File: src/rtl/i2c_pkg.sv
// Shared definitions for the I2C master arbiter: state encoding, field widths,
// requester indices and the round-robin pick used at arbitration time.
package i2c_pkg;

   // Arbiter states; encoding is fixed so debug probes read the same everywhere.
   typedef enum logic [1:0] {
      StIdle  = 2'd0,
      StOwn   = 2'd1,
      StDrain = 2'd2,
      StForce = 2'd3
   } arb_state_e;

   // Width of the byte-count field, matches the master's N_Byte input.
   localparam int unsigned NBYTE_W = 6;

   // Requester indices into req/grant and the per-requester status vectors.
   localparam int unsigned REQ_REMOTE = 0;
   localparam int unsigned REQ_POLL   = 1;

   // One-hot winner for a non-empty request vector. On a tie the requester
   // that did not own the bus last time wins.
   function automatic logic [1:0] rr_pick(input logic [1:0] req_vec,
                                          input logic       last_owner);
      logic [1:0] pick;
      if (req_vec == 2'b11) begin
         pick = last_owner ? 2'b01 : 2'b10;
      end else begin
         pick = req_vec;
      end
      return pick;
   endfunction

endpackage

File: src/rtl/i2c_arb_watchdog.sv
// Stall watchdog for the arbiter: counts cycles while enabled, clears on
// request, saturates at TIMEOUT_CYCLES-1 and flags expiry while parked there.
module i2c_arb_watchdog #(
   parameter int unsigned TIMEOUT_CYCLES = 2000000,
   parameter int unsigned TO_W           = 21
) (
   input  logic clk,
   input  logic reset,
   input  logic clr,
   input  logic en,
   output logic expire
);

   localparam logic [TO_W-1:0] CntLast = TO_W'(TIMEOUT_CYCLES - 1);

   logic [TO_W-1:0] cnt_q;
   logic [TO_W-1:0] cnt_d;

   // Next count: clear wins, otherwise count up and hold at the last value.
   always_comb begin
      cnt_d = cnt_q;
      if (clr) begin
         cnt_d = '0;
      end else if (en && (cnt_q != CntLast)) begin
         cnt_d = cnt_q + 1'b1;
      end
   end

   // Counter register.
   always_ff @(posedge clk or negedge reset) begin
      if (!reset) begin
         cnt_q <= '0;
      end else begin
         cnt_q <= cnt_d;
      end
   end

   assign expire = en & ~clr & (cnt_q == CntLast);

endmodule

File: src/rtl/i2c_master_arbiter.sv
// Two-requester arbiter in front of the single I2C master engine. A grant
// covers a whole transaction; only the owner's command fields reach the
// master and only the owner sees the master's status. A watchdog forces a
// STOP and revokes the grant if the owner stalls the bus.
module i2c_master_arbiter #(
   parameter int unsigned NBYTE_W        = i2c_pkg::NBYTE_W,
   parameter int unsigned TIMEOUT_CYCLES = 2000000,
   parameter int unsigned TO_W           = 21
) (
   input  logic               clk,
   input  logic               reset,
   input  logic [1:0]         req,
   output logic [1:0]         grant,
   input  logic               r0_go,
   input  logic               r1_go,
   input  logic               r0_stop,
   input  logic               r1_stop,
   input  logic               r0_rw,
   input  logic               r1_rw,
   input  logic [NBYTE_W-1:0] r0_nbyte,
   input  logic [NBYTE_W-1:0] r1_nbyte,
   input  logic [6:0]         r0_dev,
   input  logic [6:0]         r1_dev,
   input  logic [7:0]         r0_ptr,
   input  logic [7:0]         r1_ptr,
   input  logic [7:0]         r0_wdata,
   input  logic [7:0]         r1_wdata,
   output logic [1:0]         done_o,
   output logic [1:0]         ready_o,
   output logic [1:0]         ack_o,
   output logic [7:0]         rdata_o,
   output logic [1:0]         timeout_o,
   output logic               m_go,
   output logic               m_stop,
   output logic               m_rw,
   output logic [NBYTE_W-1:0] m_nbyte,
   output logic [6:0]         m_dev,
   output logic [7:0]         m_ptr,
   output logic [7:0]         m_wdata,
   input  logic               m_done,
   input  logic               m_ready,
   input  logic               m_ack,
   input  logic [7:0]         m_rdata
);

   import i2c_pkg::*;

   arb_state_e state_q;
   logic [1:0] grant_q;
   logic       last_owner_q;
   logic [1:0] timeout_q;

   logic       owner_req;
   logic       wd_clr;
   logic       wd_en;
   logic       wd_expire;

   // Owner still holding its request line.
   assign owner_req = |(req & grant_q);

   // Watchdog only runs while a transaction is in flight; every master done
   // pulse and every fresh grant restart the stall window.
   assign wd_en  = (state_q == StOwn);
   assign wd_clr = (state_q != StOwn) | m_done;

   i2c_arb_watchdog #(
      .TIMEOUT_CYCLES (TIMEOUT_CYCLES),
      .TO_W           (TO_W)
   ) u_watchdog (
      .clk    (clk),
      .reset  (reset),
      .clr    (wd_clr),
      .en     (wd_en),
      .expire (wd_expire)
   );

   // Arbitration FSM: grant, round-robin memory and the timeout pulse.
   always_ff @(posedge clk or negedge reset) begin
      if (!reset) begin
         state_q      <= StIdle;
         grant_q      <= 2'b00;
         last_owner_q <= 1'b1;
         timeout_q    <= 2'b00;
      end else begin
         timeout_q <= 2'b00;
         case (state_q)
            StIdle: begin
               // A busy master keeps the bus where it is.
               if (m_ready && (req != 2'b00)) begin
                  grant_q <= rr_pick(req, last_owner_q);
                  state_q <= StOwn;
               end
            end
            StOwn: begin
               if (!owner_req) begin
                  state_q <= StDrain;
               end else if (wd_expire) begin
                  state_q   <= StForce;
                  timeout_q <= grant_q;
               end
            end
            StDrain, StForce: begin
               // Release only once the master has finished its STOP.
               if (m_ready) begin
                  grant_q      <= 2'b00;
                  last_owner_q <= grant_q[REQ_POLL];
                  state_q      <= StIdle;
               end
            end
            default: begin
               state_q <= StIdle;
               grant_q <= 2'b00;
            end
         endcase
      end
   end

   // Command mux onto the master, driven from the registered grant so a
   // non-owner's strobes can never leak through.
   always_comb begin
      m_go    = 1'b0;
      m_stop  = 1'b0;
      m_rw    = 1'b0;
      m_nbyte = '0;
      m_dev   = '0;
      m_ptr   = '0;
      m_wdata = '0;

      if (grant_q[REQ_POLL]) begin
         m_rw    = r1_rw;
         m_nbyte = r1_nbyte;
         m_dev   = r1_dev;
         m_ptr   = r1_ptr;
         m_wdata = r1_wdata;
      end else if (grant_q[REQ_REMOTE]) begin
         m_rw    = r0_rw;
         m_nbyte = r0_nbyte;
         m_dev   = r0_dev;
         m_ptr   = r0_ptr;
         m_wdata = r0_wdata;
      end

      case (state_q)
         StOwn: begin
            m_go   = grant_q[REQ_POLL] ? r1_go   : r0_go;
            m_stop = grant_q[REQ_POLL] ? r1_stop : r0_stop;
         end
         StDrain, StForce: begin
            // Hold STOP asserted until the master reports ready.
            m_go   = 1'b0;
            m_stop = 1'b1;
         end
         default: begin
            m_go   = 1'b0;
            m_stop = 1'b0;
         end
      endcase
   end

   // Status routing: only the owner's bit follows the master.
   always_comb begin
      done_o  = grant_q & {2{m_done}};
      ready_o = grant_q & {2{m_ready}};
      ack_o   = grant_q & {2{m_ack}};
   end

   assign rdata_o   = m_rdata;
   assign grant     = grant_q;
   assign timeout_o = timeout_q;

   grant_onehot_a : assert property (@(posedge clk) disable iff (!reset) $onehot0(grant_q));

   grant_stable_busy_a : assert property (@(posedge clk) disable iff (!reset)
      !m_ready |=> $stable(grant_q));

   timeout_single_a : assert property (@(posedge clk) disable iff (!reset)
      (timeout_q != 2'b00) |=> (timeout_q == 2'b00));

endmodule

File: config.mk
export PLATFORM = sky130hd
export DESIGN_NAME = i2c_master_arbiter
export DESIGN_NICKNAME = d
export VERILOG_FILES = /design/src/rtl/i2c_pkg.sv /design/src/rtl/i2c_arb_watchdog.sv /design/src/rtl/i2c_master_arbiter.sv
export SDC_FILE = /design/constraint.sdc
export NUM_CORES = 1
export LEC_CHECK = 0
export ABC_AREA = 1
export CAP_MARGIN = 10
export CORE_ASPECT_RATIO = 0.7
export CORE_MARGIN = 8
export CORE_UTILIZATION = 35
export CTS_BUF_LIST = sky130_fd_sc_hd__clkbuf_16
export DETAILED_ROUTE_END_ITERATION = 12
export PLACE_DENSITY = 0.78
export REMOVE_ABC_BUFFERS = 1
export SYNTH_ARGS = -nofsm -noshare
export SYNTH_HDL_FRONTEND = slang
export SYNTH_SLANG_ARGS = --single-unit
export TNS_END_PERCENT = 30
File: constraint.sdc
create_clock -name clk -period 1.8 [get_ports clk]
set_clock_uncertainty 0.1 [all_clocks]
set_input_delay 0.45 -clock clk [delete_from_list [all_inputs] [get_ports clk]]
set_output_delay 0.45 -clock clk [all_outputs]
set_load 0.005 [all_outputs]
==> impl_metrics.tcl <==
set metrics [dict create \
    fin_area_um2 3650 \
    r2r-start "grant[1]" \
    hold_class "flop to flop" \
    rows 23 \
    dieArea_um2 8910 \
    place_area_um2 3410 \
    startpoint_type "flop" \
    dpl.cell_count 515 \
    antenna_found_initial 0 \
    worstMarginPinSlew_ps 264 \
    ant_nets 0 \
    insertion_delay_ps 260 \
    start_util_pct 36.8 \
    hold_start "u_watchdog.cnt_q[1]" \
    core_um2 5810 \
    drc 0 \
    gp_congestion 0.886 \
    num-nets-final 545 \
    fmaxAchievable_ghz 0.528 \
    ios 129 \
    async_flop_share_pct 100 \
    dpl.hpwl_um 6410 \
    period_minus_slack_ps 1890 \
    cp.arrival_ps 1340 \
    via_count 2692 \
    finalHoldViolations 0 \
    grt_pass1_vias 2771 \
    cts_tree "built" \
    avgSynthCellArea_um2 6.46 \
    syn_inst 331 \
    violations "negative setup slack" \
    drtIter0Drc 124 \
    syn_area_um2 2140 \
    worst_ir_drop_vdd_uv 449 \
    die_width_um 109 \
    p_per_area_nw_per_um2 1010 \
    min_to "u_watchdog.cnt_q[1]" \
    p_leak_nw 1.83 \
    synth_seq_cells 28 \
    vias_per_cell 4.99 \
    fp.dieH_um 81.4 \
    yosysWarnings 0 \
    clk_pin_slew_ps 70 \
    grt_usage_pct 18.1 \
    criticalPathCategory "flop to output pin" \
    n_antenna_cell 0 \
    route.top_layer_used "met4" \
    synth_cell_types 33 \
    routed_wl_um 8700 \
    yosys_most_used_dff "dfrtp_1" \
    dr_wl_met3_um 416 \
    wl_per_cell_um 16.1 \
    yosysSeqAreaShare_pct 32.8 \
    slew_headroom_pct 82.2 \
    slew_viol_final 0 \
    total_power_mw 3.68 \
    io_buffers 112 \
    rr_endpoint "state_q[1]" \
    cap_violations 0 \
    status "finished, violations left" \
    h-tree-depth 1 \
    fillerInstances 519 \
    grt_overflow 0 \
    grt_max_degree 29 \
    hold_depth 2 \
    wl_met2_um 4440 \
    worst-path-max-fanout 8 \
    syn_to_final_growth_pct 70.6 \
    clock_sinks 28 \
    critical_path_required_ps 1250 \
    drive_above_1_share_pct 28.4 \
    rsz0062_at_grt "true" \
    instances_no_fill 539 \
    r2r_slack_ps 160 \
    root_buffer "clkbuf_16" \
    r2r_cells 10 \
    synth_edf_count 0 \
    grt_pass1_wl_um 13100 \
    cts_buffers 3 \
    cp-end-kind "output pin" \
    wl_met1_um 3550 \
    clock_path_buffers 2 \
    setup_ws_ps -94.9 \
    period_share_pct 105 \
    first_pass_iters 4 \
    setup_violations 19 \
]
cells in the final DEF, fill, tap and decap left out, types with 2 or more instances in the layout:
cell             instances
nor2_1                  21
nand2_4                  3
buf_12                   3
o21ai_2                  2
inv_2                    4
xor2_1                   3
inv_1                   28
clkbuf_2                 2
o21ai_0                 11
clkbuf_16                3
buf_4                   19
clkinv_1                 3
buf_8                    2
nand2_1                 99
nor2_4                   3
clkdlybuf4s50_1         69
a31oi_1                  7
nand3_1                 30
buf_2                   31
dfrtp_1                 26
a21oi_1                  8
nor2_8                   2
or2_2                    2
nand3_2                 13
dlygate4sd2_1            5
nor2_2                   5
buf_6                   17
nand2_2                 16
o21ai_1                  6
nor3_1                   7
nand4_1                  2
synthesized netlist by cell type (3+ instances only):
cell type / number / share of area, %
nor2_1: 23 / 4.0
nor2_4: 3 / 1.6
nand2_2: 6 / 1.8
o21ai_1: 5 / 1.2
xor2_1: 3 / 1.2
nand2_1: 110 / 19
o21ai_0: 13 / 3.0
buf_4: 8 / 2.8
nor2_2: 3 / 0.88
inv_1: 28 / 4.9
clkbuf_1: 5 / 0.88
dfrtp_1: 27 / 32
inv_2: 5 / 0.88
buf_2: 4 / 0.94
a21oi_1: 9 / 2.1
a31oi_1: 7 / 2.0
nand3_1: 43 / 10
nor3_1: 7 / 1.6
buf_1: 3 / 0.53
routing by layer:
metal	GRT usage, %	up-vias
met5	0	-
met1	21.7	1252
met3	4.61	22
li1	-	1330
met2	31.1	88
met4	5.91	0
repair_timing:
item | CTS | global route
resized for setup | 171 | 41
endpoints found under the hold margin | 0 | 0
pin swaps | 7 | 12
buffers inserted | 16 | 5
endpoints found under the setup margin | 40 | 40
hold buffers | 0 | 0
cloned | 2 | 1
kinds of logic after synthesis:
family,count (synthesis),synth area share [%]
fa+ha+maj,1,0.585
compound gates,38,9.77
buf+inv,55,11.3
xor+xnor,3,1.23
simple gates,206,44.3
flops,28,32.8
worst max-delay path by stage:
stage	from	endpoint	slack, ps
2_1_floorplan	grant[1]	m_stop	-220
3_3_place_gp	r0_stop	m_stop	-390
3_5_place_dp	r0_stop	m_stop	-410
4_1_cts	grant[1]	m_stop	-140
5_1_grt	grant[1]	m_dev[1]	-150
6_report	grant[1]	m_dev[1]	-90
metrics by stage:
stage | TNS (ps) | hold slack [ps] | setup WS (ps) | utilization [%]
4_1_cts | -1780 | 424 | -137 | 62.4
3_3_place_gp | -11700 | 382 | -388 | 58.7
6_report | -603 | 419 | -94.9 | 62.8
2_1_floorplan | -5990 | 54.4 | -222 | -
3_5_place_dp | -12020 | 406 | -410 | 58.7
5_1_grt | -2130 | 455 | -154 | 62.8
worst max-delay path: stages, from the launching register on:
cell	delay, ps
dfrtp_2	440
inv_4	90
buf_6	110
buf_8	120
buf_6	90
nand3_2	60
nand2_1	70
buf_2	110
state kept, by name, indices dropped and copies added (netlist names):
signal	count
state_q	2
u_watchdog.cnt_q	21
timeout_o	2
grant	2
last_owner_q	1
layout make-up:
cell class | count | area [um^2] | share of cell area (%)
clock buffers | 3 | 75.1 | 2.06
multi-input cells | 248 | 1310 | 35.8
repair buffers | 149 | 1340 | 36.6
flip-flops and latches | 28 | 703 | 19.3
inverters | 35 | 134 | 3.67
clock inverters | 1 | 3.75 | 0.103
well taps | 75 | 93.8 | 2.57
where the power goes:
group          internal [mW]  switching (mW)
registers              0.701          0.0800
clock network          0.298           0.211
logic                   1.22            1.17
Power figures use the tool's default switching activity.
